## src/rtl/cnn_accel_pkg.sv

```systemverilog
// ---------------------------------------------------------------------------
// cnn_accel_pkg
//   Shared constants for the CNN accelerator front end.
//   - Default frame geometry and pixel width used by cnn_frame_loader.
//   - One-hot state encodings of the frame loader FSM, plus the bit index
//     of each state so that decodes can test a single flop.
//   - Saturating 8-bit increment helper used by the optional error counter.
// ---------------------------------------------------------------------------
package cnn_accel_pkg;

  // Default geometry: 320x240 frames of 32-bit pixels.
  localparam int DWIDTH_DEF = 32;
  localparam int WIDTH_DEF  = 320;
  localparam int HEIGHT_DEF = 240;

  // Loader FSM, one-hot. Kept as plain localparam vectors so older tools and
  // the existing netlists that probe the state flops see the same encoding.
  localparam int ST_W = 3;

  localparam logic [ST_W-1:0] ST_IDLE         = 3'b001;
  localparam logic [ST_W-1:0] ST_FILL         = 3'b010;
  localparam logic [ST_W-1:0] ST_WAIT_CONSUME = 3'b100;

  localparam int ST_IDLE_BIT = 0;
  localparam int ST_FILL_BIT = 1;
  localparam int ST_WAIT_BIT = 2;

  // Saturating increment: 255 stays at 255.
  function automatic logic [7:0] sat_inc8(input logic [7:0] v);
    return (v == 8'hFF) ? v : v + 8'd1;
  endfunction

endpackage : cnn_accel_pkg

```

## src/rtl/cnn_frame_loader.sv

```systemverilog
// ---------------------------------------------------------------------------
// cnn_frame_loader
//   Takes a pixel stream (valid/ready with start-of-frame and end-of-line
//   markers) and writes one frame into the frame memory that cnn_accel_fsm
//   reads. Once a full frame is written the loader stalls the stream until
//   the downstream copy FSM reports the buffer free (consume_done).
//
//   Row/column positions come from internal counters; the stream markers
//   only resynchronise them. A line that ends early (s_eol before the last
//   column) or runs long (last column reached without s_eol) is flagged on
//   line_err and the row advances either way, so a bad line never shifts
//   the rest of the frame.
//
// Parameters
//   DWIDTH  pixel width
//   WIDTH   pixels per row  (>= 2)
//   HEIGHT  rows per frame  (>= 2)
//
// Ports
//   clk           clock, rising edge
//   reset_n       synchronous, active-low reset
//   s_valid       upstream pixel valid
//   s_ready       loader can take a pixel (state decode only)
//   s_data        pixel value
//   s_sof         start of frame, qualified by transfer
//   s_eol         end of line, qualified by transfer
//   en_w1_n       frame memory write enable, active-low (registered)
//   waddr_w1      column write address
//   haddr_w1      row write address
//   data_w1       write data
//   consume_done  pulse from downstream: frame read out, buffer free
//   frame_done    pulse, coincident with the last write of a frame
//   line_err      pulse, coincident with the write that closed a bad line
//   err_cnt       line error count
//
// Build option
//   CNN_LOADER_ERRCNT_EN : when defined, err_cnt counts line_err pulses
//   (saturating at 255, cleared by reset only). When undefined err_cnt is
//   tied to 0 and no counter exists.
// ---------------------------------------------------------------------------
module cnn_frame_loader
  import cnn_accel_pkg::*;
#(
  parameter int DWIDTH = DWIDTH_DEF,
  parameter int WIDTH  = WIDTH_DEF,
  parameter int HEIGHT = HEIGHT_DEF
) (
  input  logic                      clk,
  input  logic                      reset_n,

  input  logic                      s_valid,
  output logic                      s_ready,
  input  logic [DWIDTH-1:0]         s_data,
  input  logic                      s_sof,
  input  logic                      s_eol,

  output logic                      en_w1_n,
  output logic [$clog2(WIDTH)-1:0]  waddr_w1,
  output logic [$clog2(HEIGHT)-1:0] haddr_w1,
  output logic [DWIDTH-1:0]         data_w1,

  input  logic                      consume_done,
  output logic                      frame_done,
  output logic                      line_err,
  output logic [7:0]                err_cnt
);

  localparam int CW = $clog2(WIDTH);
  localparam int RW = $clog2(HEIGHT);

  localparam logic [CW-1:0] COL_LAST = CW'(WIDTH - 1);
  localparam logic [RW-1:0] ROW_LAST = RW'(HEIGHT - 1);

  // -------------------------------------------------------------------------
  // State and registers
  // -------------------------------------------------------------------------
  logic [ST_W-1:0]   state_q,      state_d;
  logic [CW-1:0]     col_q,        col_d;
  logic [RW-1:0]     row_q,        row_d;

  logic              en_n_q,       en_n_d;
  logic [CW-1:0]     waddr_q,      waddr_d;
  logic [RW-1:0]     haddr_q,      haddr_d;
  logic [DWIDTH-1:0] data_q,       data_d;
  logic              frame_done_q, frame_done_d;
  logic              line_err_q,   line_err_d;

  // Ready is a pure state decode so there is no path from s_valid to s_ready.
  assign s_ready = state_q[ST_IDLE_BIT] | state_q[ST_FILL_BIT];

  // -------------------------------------------------------------------------
  // Per-pixel position decode
  // -------------------------------------------------------------------------
  logic          xfer;
  logic          accept;
  logic [CW-1:0] pix_col;
  logic [RW-1:0] pix_row;
  logic          at_col_last;
  logic          at_row_last;
  logic          line_end;

  assign xfer = s_valid & s_ready;

  // In IDLE only a start-of-frame pixel is taken; anything else is dropped
  // so a loader that came up mid-stream waits for a clean frame boundary.
  assign accept = xfer & (state_q[ST_FILL_BIT] | (state_q[ST_IDLE_BIT] & s_sof));

  // A start-of-frame pixel always lands at (0,0), whatever the counters say;
  // this is what makes s_sof in FILL a clean restart.
  assign pix_col = s_sof ? '0 : col_q;
  assign pix_row = s_sof ? '0 : row_q;

  assign at_col_last = (pix_col == COL_LAST);
  assign at_row_last = (pix_row == ROW_LAST);

  // A line closes on whichever comes first: the marker or the last column.
  assign line_end = s_eol | at_col_last;

  // -------------------------------------------------------------------------
  // Next-state logic
  // -------------------------------------------------------------------------
  always_comb begin
    state_d      = state_q;
    col_d        = col_q;
    row_d        = row_q;
    en_n_d       = 1'b1;
    waddr_d      = waddr_q;
    haddr_d      = haddr_q;
    data_d       = data_q;
    frame_done_d = 1'b0;
    line_err_d   = 1'b0;

    case (state_q)
      ST_IDLE, ST_FILL: begin
        if (accept) begin
          en_n_d  = 1'b0;
          waddr_d = pix_col;
          haddr_d = pix_row;
          data_d  = s_data;
          state_d = ST_FILL;

          // Marker and column count disagree -> short or long line. A
          // start-of-frame pixel opens a fresh frame and is never an error.
          line_err_d = ~s_sof & (s_eol ^ at_col_last);

          if (line_end) begin
            col_d = '0;
            if (at_row_last) begin
              row_d        = '0;
              frame_done_d = 1'b1;
              state_d      = ST_WAIT_CONSUME;
            end else begin
              row_d = pix_row + 1'b1;
            end
          end else begin
            col_d = pix_col + 1'b1;
            row_d = pix_row;
          end
        end
      end

      ST_WAIT_CONSUME: begin
        if (consume_done) begin
          state_d = ST_IDLE;
        end
      end

      // Any non one-hot pattern (upset) falls back to waiting for a new frame.
      default: begin
        state_d = ST_IDLE;
        col_d   = '0;
        row_d   = '0;
      end
    endcase
  end

  // -------------------------------------------------------------------------
  // Registers
  // -------------------------------------------------------------------------
  always_ff @(posedge clk) begin
    if (!reset_n) begin
      state_q      <= ST_IDLE;
      col_q        <= '0;
      row_q        <= '0;
      en_n_q       <= 1'b1;
      waddr_q      <= '0;
      haddr_q      <= '0;
      data_q       <= '0;
      frame_done_q <= 1'b0;
      line_err_q   <= 1'b0;
    end else begin
      state_q      <= state_d;
      col_q        <= col_d;
      row_q        <= row_d;
      en_n_q       <= en_n_d;
      waddr_q      <= waddr_d;
      haddr_q      <= haddr_d;
      data_q       <= data_d;
      frame_done_q <= frame_done_d;
      line_err_q   <= line_err_d;
    end
  end

  assign en_w1_n    = en_n_q;
  assign waddr_w1   = waddr_q;
  assign haddr_w1   = haddr_q;
  assign data_w1    = data_q;
  assign frame_done = frame_done_q;
  assign line_err   = line_err_q;

  // -------------------------------------------------------------------------
  // Optional line error counter
  // -------------------------------------------------------------------------
`ifdef CNN_LOADER_ERRCNT_EN
  logic [7:0] err_cnt_q;

  // Counts on the same edge that raises line_err, so the new count is
  // visible together with the pulse.
  always_ff @(posedge clk) begin
    if (!reset_n) begin
      err_cnt_q <= 8'd0;
    end else if (line_err_d) begin
      err_cnt_q <= sat_inc8(err_cnt_q);
    end
  end

  assign err_cnt = err_cnt_q;
`else
  assign err_cnt = 8'd0;
`endif

endmodule : cnn_frame_loader

```

## config.mk

```make
export PLATFORM = sky130hd
export DESIGN_NAME = cnn_frame_loader
export DESIGN_NICKNAME = d
export VERILOG_FILES = /design/src/rtl/cnn_accel_pkg.sv /design/src/rtl/cnn_frame_loader.sv
export SDC_FILE = /design/constraint.sdc
export NUM_CORES = 1
export LEC_CHECK = 0
export ABC_CLOCK_PERIOD_IN_PS = 3800
export CORE_MARGIN = 2
export CORE_UTILIZATION = 47
export DETAILED_ROUTE_END_ITERATION = 8
export GPL_TIMING_DRIVEN = 0
export PLACE_DENSITY = 0.91
export SYNTH_ARGS = -nofsm -noshare
export SYNTH_HDL_FRONTEND = slang
export SYNTH_SLANG_ARGS = --single-unit
```

## constraint.sdc

```tcl
create_clock -name clk -period 3.8 [get_ports clk]
set_input_delay 0.76 -clock clk [delete_from_list [all_inputs] [get_ports clk]]
set_output_delay 0.76 -clock clk [all_outputs]
set_load 0.03 [all_outputs]
```

======== After elaboration in Yosys (flattened, before gate mapping) ========
Index checks and enable logic that the tools add are counted.
storage, ports and cells
  word-level logic and storage cells ...... 51
  bits in registers ....................... 72
cells by class
  mux-type cells .......................... 16
  equality and inequality tests ........... 7
  reduce and logical (&&, ||, !) cells .... 7
  add/sub/neg operators ................... 2
  bitwise gates (word level) .............. 10
operators by type and width
  cell                                                             number
  8-bit 2-to-1 mux                                                 4
  9-bit 2-to-1 mux                                                 3
  9-bit one-hot mux with 2 select lines                            1
  8-bit one-hot mux with 2 select lines                            1
  3-bit 2-to-1 mux                                                 4
  9-bit by 1-bit adder with 9-bit output, second input constant    1
  9-bit == test, second input constant                             1
  8-bit by 1-bit adder with 8-bit output, second input constant    1
  8-bit == test, second input constant                             1
  2-bit AND reduction                                              4
  3-bit one-hot mux with 2 select lines                            1
  1-bit bitwise AND                                                4
  2-bit inequality test, second input constant                     2
  4-bit AND reduction                                              1
  3-bit by 1-bit == test with 1-bit output, second input constant  1
  3-bit by 2-bit == test with 1-bit output, second input constant  1
  3-bit == test, second input constant                             1
  1-bit bitwise OR                                                 3
  3-bit AND reduction                                              1
  1-bit 2-to-1 mux                                                 2
  1-bit inverter                                                   2
  2-bit OR reduction                                               1
  1-bit bitwise XOR                                                1

======== Depth between registers and ports, before layout ========
  depth in word-level cells ............... 6
  mapped depth ............................ 15
  mapped depth without buffers ............ 12

======== Least setup slack after synthesis ========
No wires, ideal clock.
  path kind ............................... input to register
  start point ............................. input s_sof
  end point ............................... register row_q[5]
  arrival ................................. 3.324 ns
  setup slack ............................. 0.362 ns
  required time ........................... 3.686 ns
  cell stages on the path ................. 14
  setup time .............................. 0.114 ns
  path through ............................ buf_6 buf_2 inv_1 nand2_1 inv_1 ha_1 and3_1 nand3_1 or4_1 ha_1 nor3b_2 nand3_1 a32o_1 a21o_1
on the way
  word-level cells in the longest chain between the ends .. 6
RTL lines
  what                                   RTL line                 RTL
  start, declared                        cnn_frame_loader.sv:54   input logic s_sof,
  9-bit 2-to-1 mux                       cnn_frame_loader.sv:110  assign pix_col = s_sof ? '0 : col_q;
  net pix_col[0]                         cnn_frame_loader.sv:96   logic [CW-1:0] pix_col;
  9-bit == test                          cnn_frame_loader.sv:113  assign at_col_last = (pix_col == COL_LAST);
  1-bit bitwise OR                       cnn_frame_loader.sv:117  assign line_end = s_eol | at_col_last;
  8-bit 2-to-1 mux                       cnn_frame_loader.sv:146  if (line_end) begin
  8-bit 2-to-1 mux                       cnn_frame_loader.sv:135  if (accept) begin
  8-bit one-hot mux with 2 select lines  cnn_frame_loader.sv:133  case (state_q)
  end signal, assigned                   cnn_frame_loader.sv:194  row_q <= row_d;
  end, declared                          cnn_frame_loader.sv:79   logic [RW-1:0] row_q, row_d;
The timed path passes the listed nets, and every way through them passes these cells. The select of a mux whose other input is x is not followed.
A chain may end at the register's enable or synchronous reset.

======== Worst setup path after layout ========
Same ends and word-level chain as after synthesis.

==> results.tsv <==
stage	metric	value	unit
outcome	status	finished, final reports clean	
routing	ANT nets after route	0	
pwr	PwrDens	383	nW/um^2
routing	vias per cell	5.42	
worst_setup_path	WS Path Type	input port to flop	
routing	first-iteration detailed-routing DRC count	300	
routing	drc violations	0	
placement	GP Congestion	0.894	
logic_synthesis	largest cells by area after synthesis	dfxtp_1, nand2_1, a21oi_1	
floorplanning	initial core utilization	48.0	%
run	Max-Cap Viols	0	
worst_setup_path	RR Endpoint	row_q[5]	
logic_synthesis	Post-Syn Area per Cell	8.11	sq um
logic_synthesis	Ys Warns	0	
worst_setup_path	FF-to-FF setup slack	0.88	ns
logic_synthesis	leading area contributor after synthesis	dfxtp_1	
pwr	Power Total	0.00171	W
clock_network	clk root buf	clkbuf_8	
finish	fin cells	590	
sta	setup ws final	0.210	ns
hold_path	WHS Endpoint	data_w1[15]	
worst_setup_path	Worst EP required	4.05	ns
global_route	Tot GR Track Use	24.5	%
finish	# fillers	533	
sta	RSZ-0062 raised after global routing	no	
sta	final setup violating endpoints	0	
clock_network	TritonCTS Buffers	9	
logic_synthesis	Seq/Total Area, Yosys	44.7	%
hold_path	hold path startpoint	data_w1[15]	
clock_network	worst-skew pair later-pin latency	0.36	ns
finish	post-layout net count	546	
floorplanning	floorplan row count	30	
logic_synthesis	count leader, synth	nand2_1	
clock_network	Clock Sinks	72	
global_route	first-pass GRT wire length	14500	um
sta	Fin Setup TNS	0	ns
global_route	largest net degree at the start of global routing	14	
sta	Hold Vio Cnt, Final	0	
finish	multi-input logic area	1570	sq um
routing	via count	3198	
worst_setup_path	crit path DAT	3.84	ns
worst_setup_path	CP Capture Type	flop	
sta	Period Utilization, post-route	94.5	%
pwr	VDD IR max	0.383	mV
logic_synthesis	post-synth cell types	56	
placement	pre-CTS setup slack	-0.803	ns
routing	routed length per instance	14.9	um
finish	Register Area	1440	sq um
hold_path	Hold WC Path Type	flop to flop	
sta	worst-margin pin slew	0.552	ns
sta	fin. max-slew vios	0	
placement	DP HPWL	6360	um
floorplanning	Die ar.	7540	sq um
global_route	GR Overflow Total	0	
worst_setup_path	worst reg-to-reg path cell count	12	
finish	share of layout cells above drive strength 1	10.4	%
finish	# diodes	0	
clock_network	CTS tree	yes	
sta	Period minus WS final	3.59	ns
pwr	static leakage	1.60	nW
logic_synthesis	number of flops mapped to enable cells by yosys	0	
finish	post-layout util	66.5	%
placement	dpl cells	574	
sta	Max Fclk	279	MHz
logic_synthesis	Commonest cells post-synth	nand2_1, dfxtp_1, a21oi_1	
global_route	number of global-route vias before repair	3103	
placement	PortBufs	89	
worst_setup_path	largest fanout on the critical path	19	
worst_setup_path	Worst setup SP type	input port	
clock_network	CTS Hold Buffers Added	0	
floorplanning	top-level port count	99	
logic_synthesis	predominant post-synthesis flop cell	dfxtp_1	
worst_setup_path	worst reg2reg path startpoint	col_q[0]	
global_route	initial antenna violation count	0	
logic_synthesis	share of flip-flops with an asynchronous set or reset	0	%
clock_network	Clock Pin Slew Worst Setup and Hold Paths	0.07	ns
routing	Pre-Repair DR Iteration Count	4	
logic_synthesis	top-area cell type share of the netlist area	44.7	%
sta	Slew HR	63.2	%
hold_path	Hold Crit Depth	2	
logic_synthesis	Syn Std Cell Area	3230	sq um
logic_synthesis	cells after synthesis	398	
floorplanning	die height	86.9	um
floorplanning	die width	86.9	um
clock_network	Clock Path Buffers	2	
finish	area grow syn2layout	38.5	%
clock_network	H-tree depth	3	
sta	Final Skew	0.0107	ns
floorplanning	Core Area	6720	sq um
routing	Detailed Route WL	8790	um
logic_synthesis	register bit total from synthesis	72	
==> worst max-delay path by stage <==
stage	from	slack, ns	cells past startpoint	endpoint
floorplan	s_sof	0.36	14	row_q[5]
global route	s_sof	0.09	15	row_q[5]
global placement	s_sof	-0.74	15	row_q[5]
detailed placement	s_sof	-0.80	15	row_q[5]
finish	s_sof	0.21	15	row_q[5]
CTS	s_sof	0.003	16	row_q[5]
==> registers in the layout, indices dropped and copies added, names as in the netlist <==
signal,count
haddr_w1,8
state_q,3
line_err,1
waddr_w1,9
data_w1,32
frame_done,1
en_w1_n,1
col_q,9
row_q,8
==> final cells by class <==
cell class	instances	area share [%]
sequential	72	32.3
tap	80	2.24
multi-input combinational	288	35.2
timing repair buffer	90	20.1
clock buffer	10	3.08
buffer	36	4.98
clock inverter	6	1.48
inverter	8	0.672
==> through the flow <==
stage | cell area, sq um | hold slack [ns]
2_1_floorplan | 3250 | 0.442
3_3_place_gp | 4240 | 0.441
3_5_place_dp | 4240 | 0.446
4_1_cts | 4460 | 0.457
5_1_grt | 4470 | 0.474
6_report | 4470 | 0.457
==> kinds of logic after synthesis <==
logic type / after synthesis / synth area share, %
and+or+nand+nor: 179 / 27.9
AOI/OAI and AO/OA: 96 / 17.6
DFF: 72 / 44.7
buffers and inverters: 45 / 7.99
adders and majority gates: 3 / 1.16
xor gates and xnor gates: 2 / 0.543
other: 1 / 0.116
==> report_power, final <==
group          total (W)  internal, W  switching, W
logic           0.000292     0.000126      0.000166
registers       0.000792     0.000777     0.0000144
clock network   0.000628     0.000323      0.000305
==> layout by cell type, fill, tap and decap left out, types with 2 or more instances in the layout <==
cell type        instances
and3b_1                  4
nand2_1                106
buf_2                    7
o32ai_1                  3
a21oi_1                 60
clkbuf_1                13
clkinv_4                 2
clkdlybuf4s50_1         88
nor2_1                   7
nand4_1                  4
buf_6                    5
nand4b_1                 3
clkinv_2                 2
or3_1                    3
inv_1                    8
o21ai_0                  2
nor2b_1                  9
nand3_1                 13
nor3b_1                  3
o21ai_1                  7
a31oi_1                  5
ha_1                     2
conb_1                   8
dfxtp_1                 72
a32oi_1                  3
nor3_1                   3
and3_1                   3
buf_4                   12
clkbuf_8                10
nand2b_1                 2
and2_1                   4
==> worst max-delay path, stage by stage <==
cell           delay (ns)
dlygate4sd2_1        0.31
buf_6                0.20
inv_1                0.10
nand2_1              0.07
inv_1                0.10
ha_1                 0.18
and3_2               0.23
nand3_1              0.13
or4_4                0.54
ha_2                 0.24
and3b_1              0.21
buf_2                0.17
nand4_1              0.14
a32o_1               0.29
a21o_1               0.17
==> timing repair <==
action / CTS / global route
buffers inserted: 0 / 1
gates resized for setup: 4 / 2
endpoints found under the setup margin: 8 / 7
cloned: 0 / 0
pin swaps: 0 / 1
==> per-layer routing <==
metal | GRT usage, % | vias up | wire [um]
met2 | 40.7 | 148 | 4250
met4 | 11.4 | 0 | 156
met3 | 5.97 | 11 | 811
li1 | - | 1571 | -
met5 | 0 | - | 0
met1 | 29.8 | 1468 | 3570
Note: power is estimated with default switching activity, not from simulation.
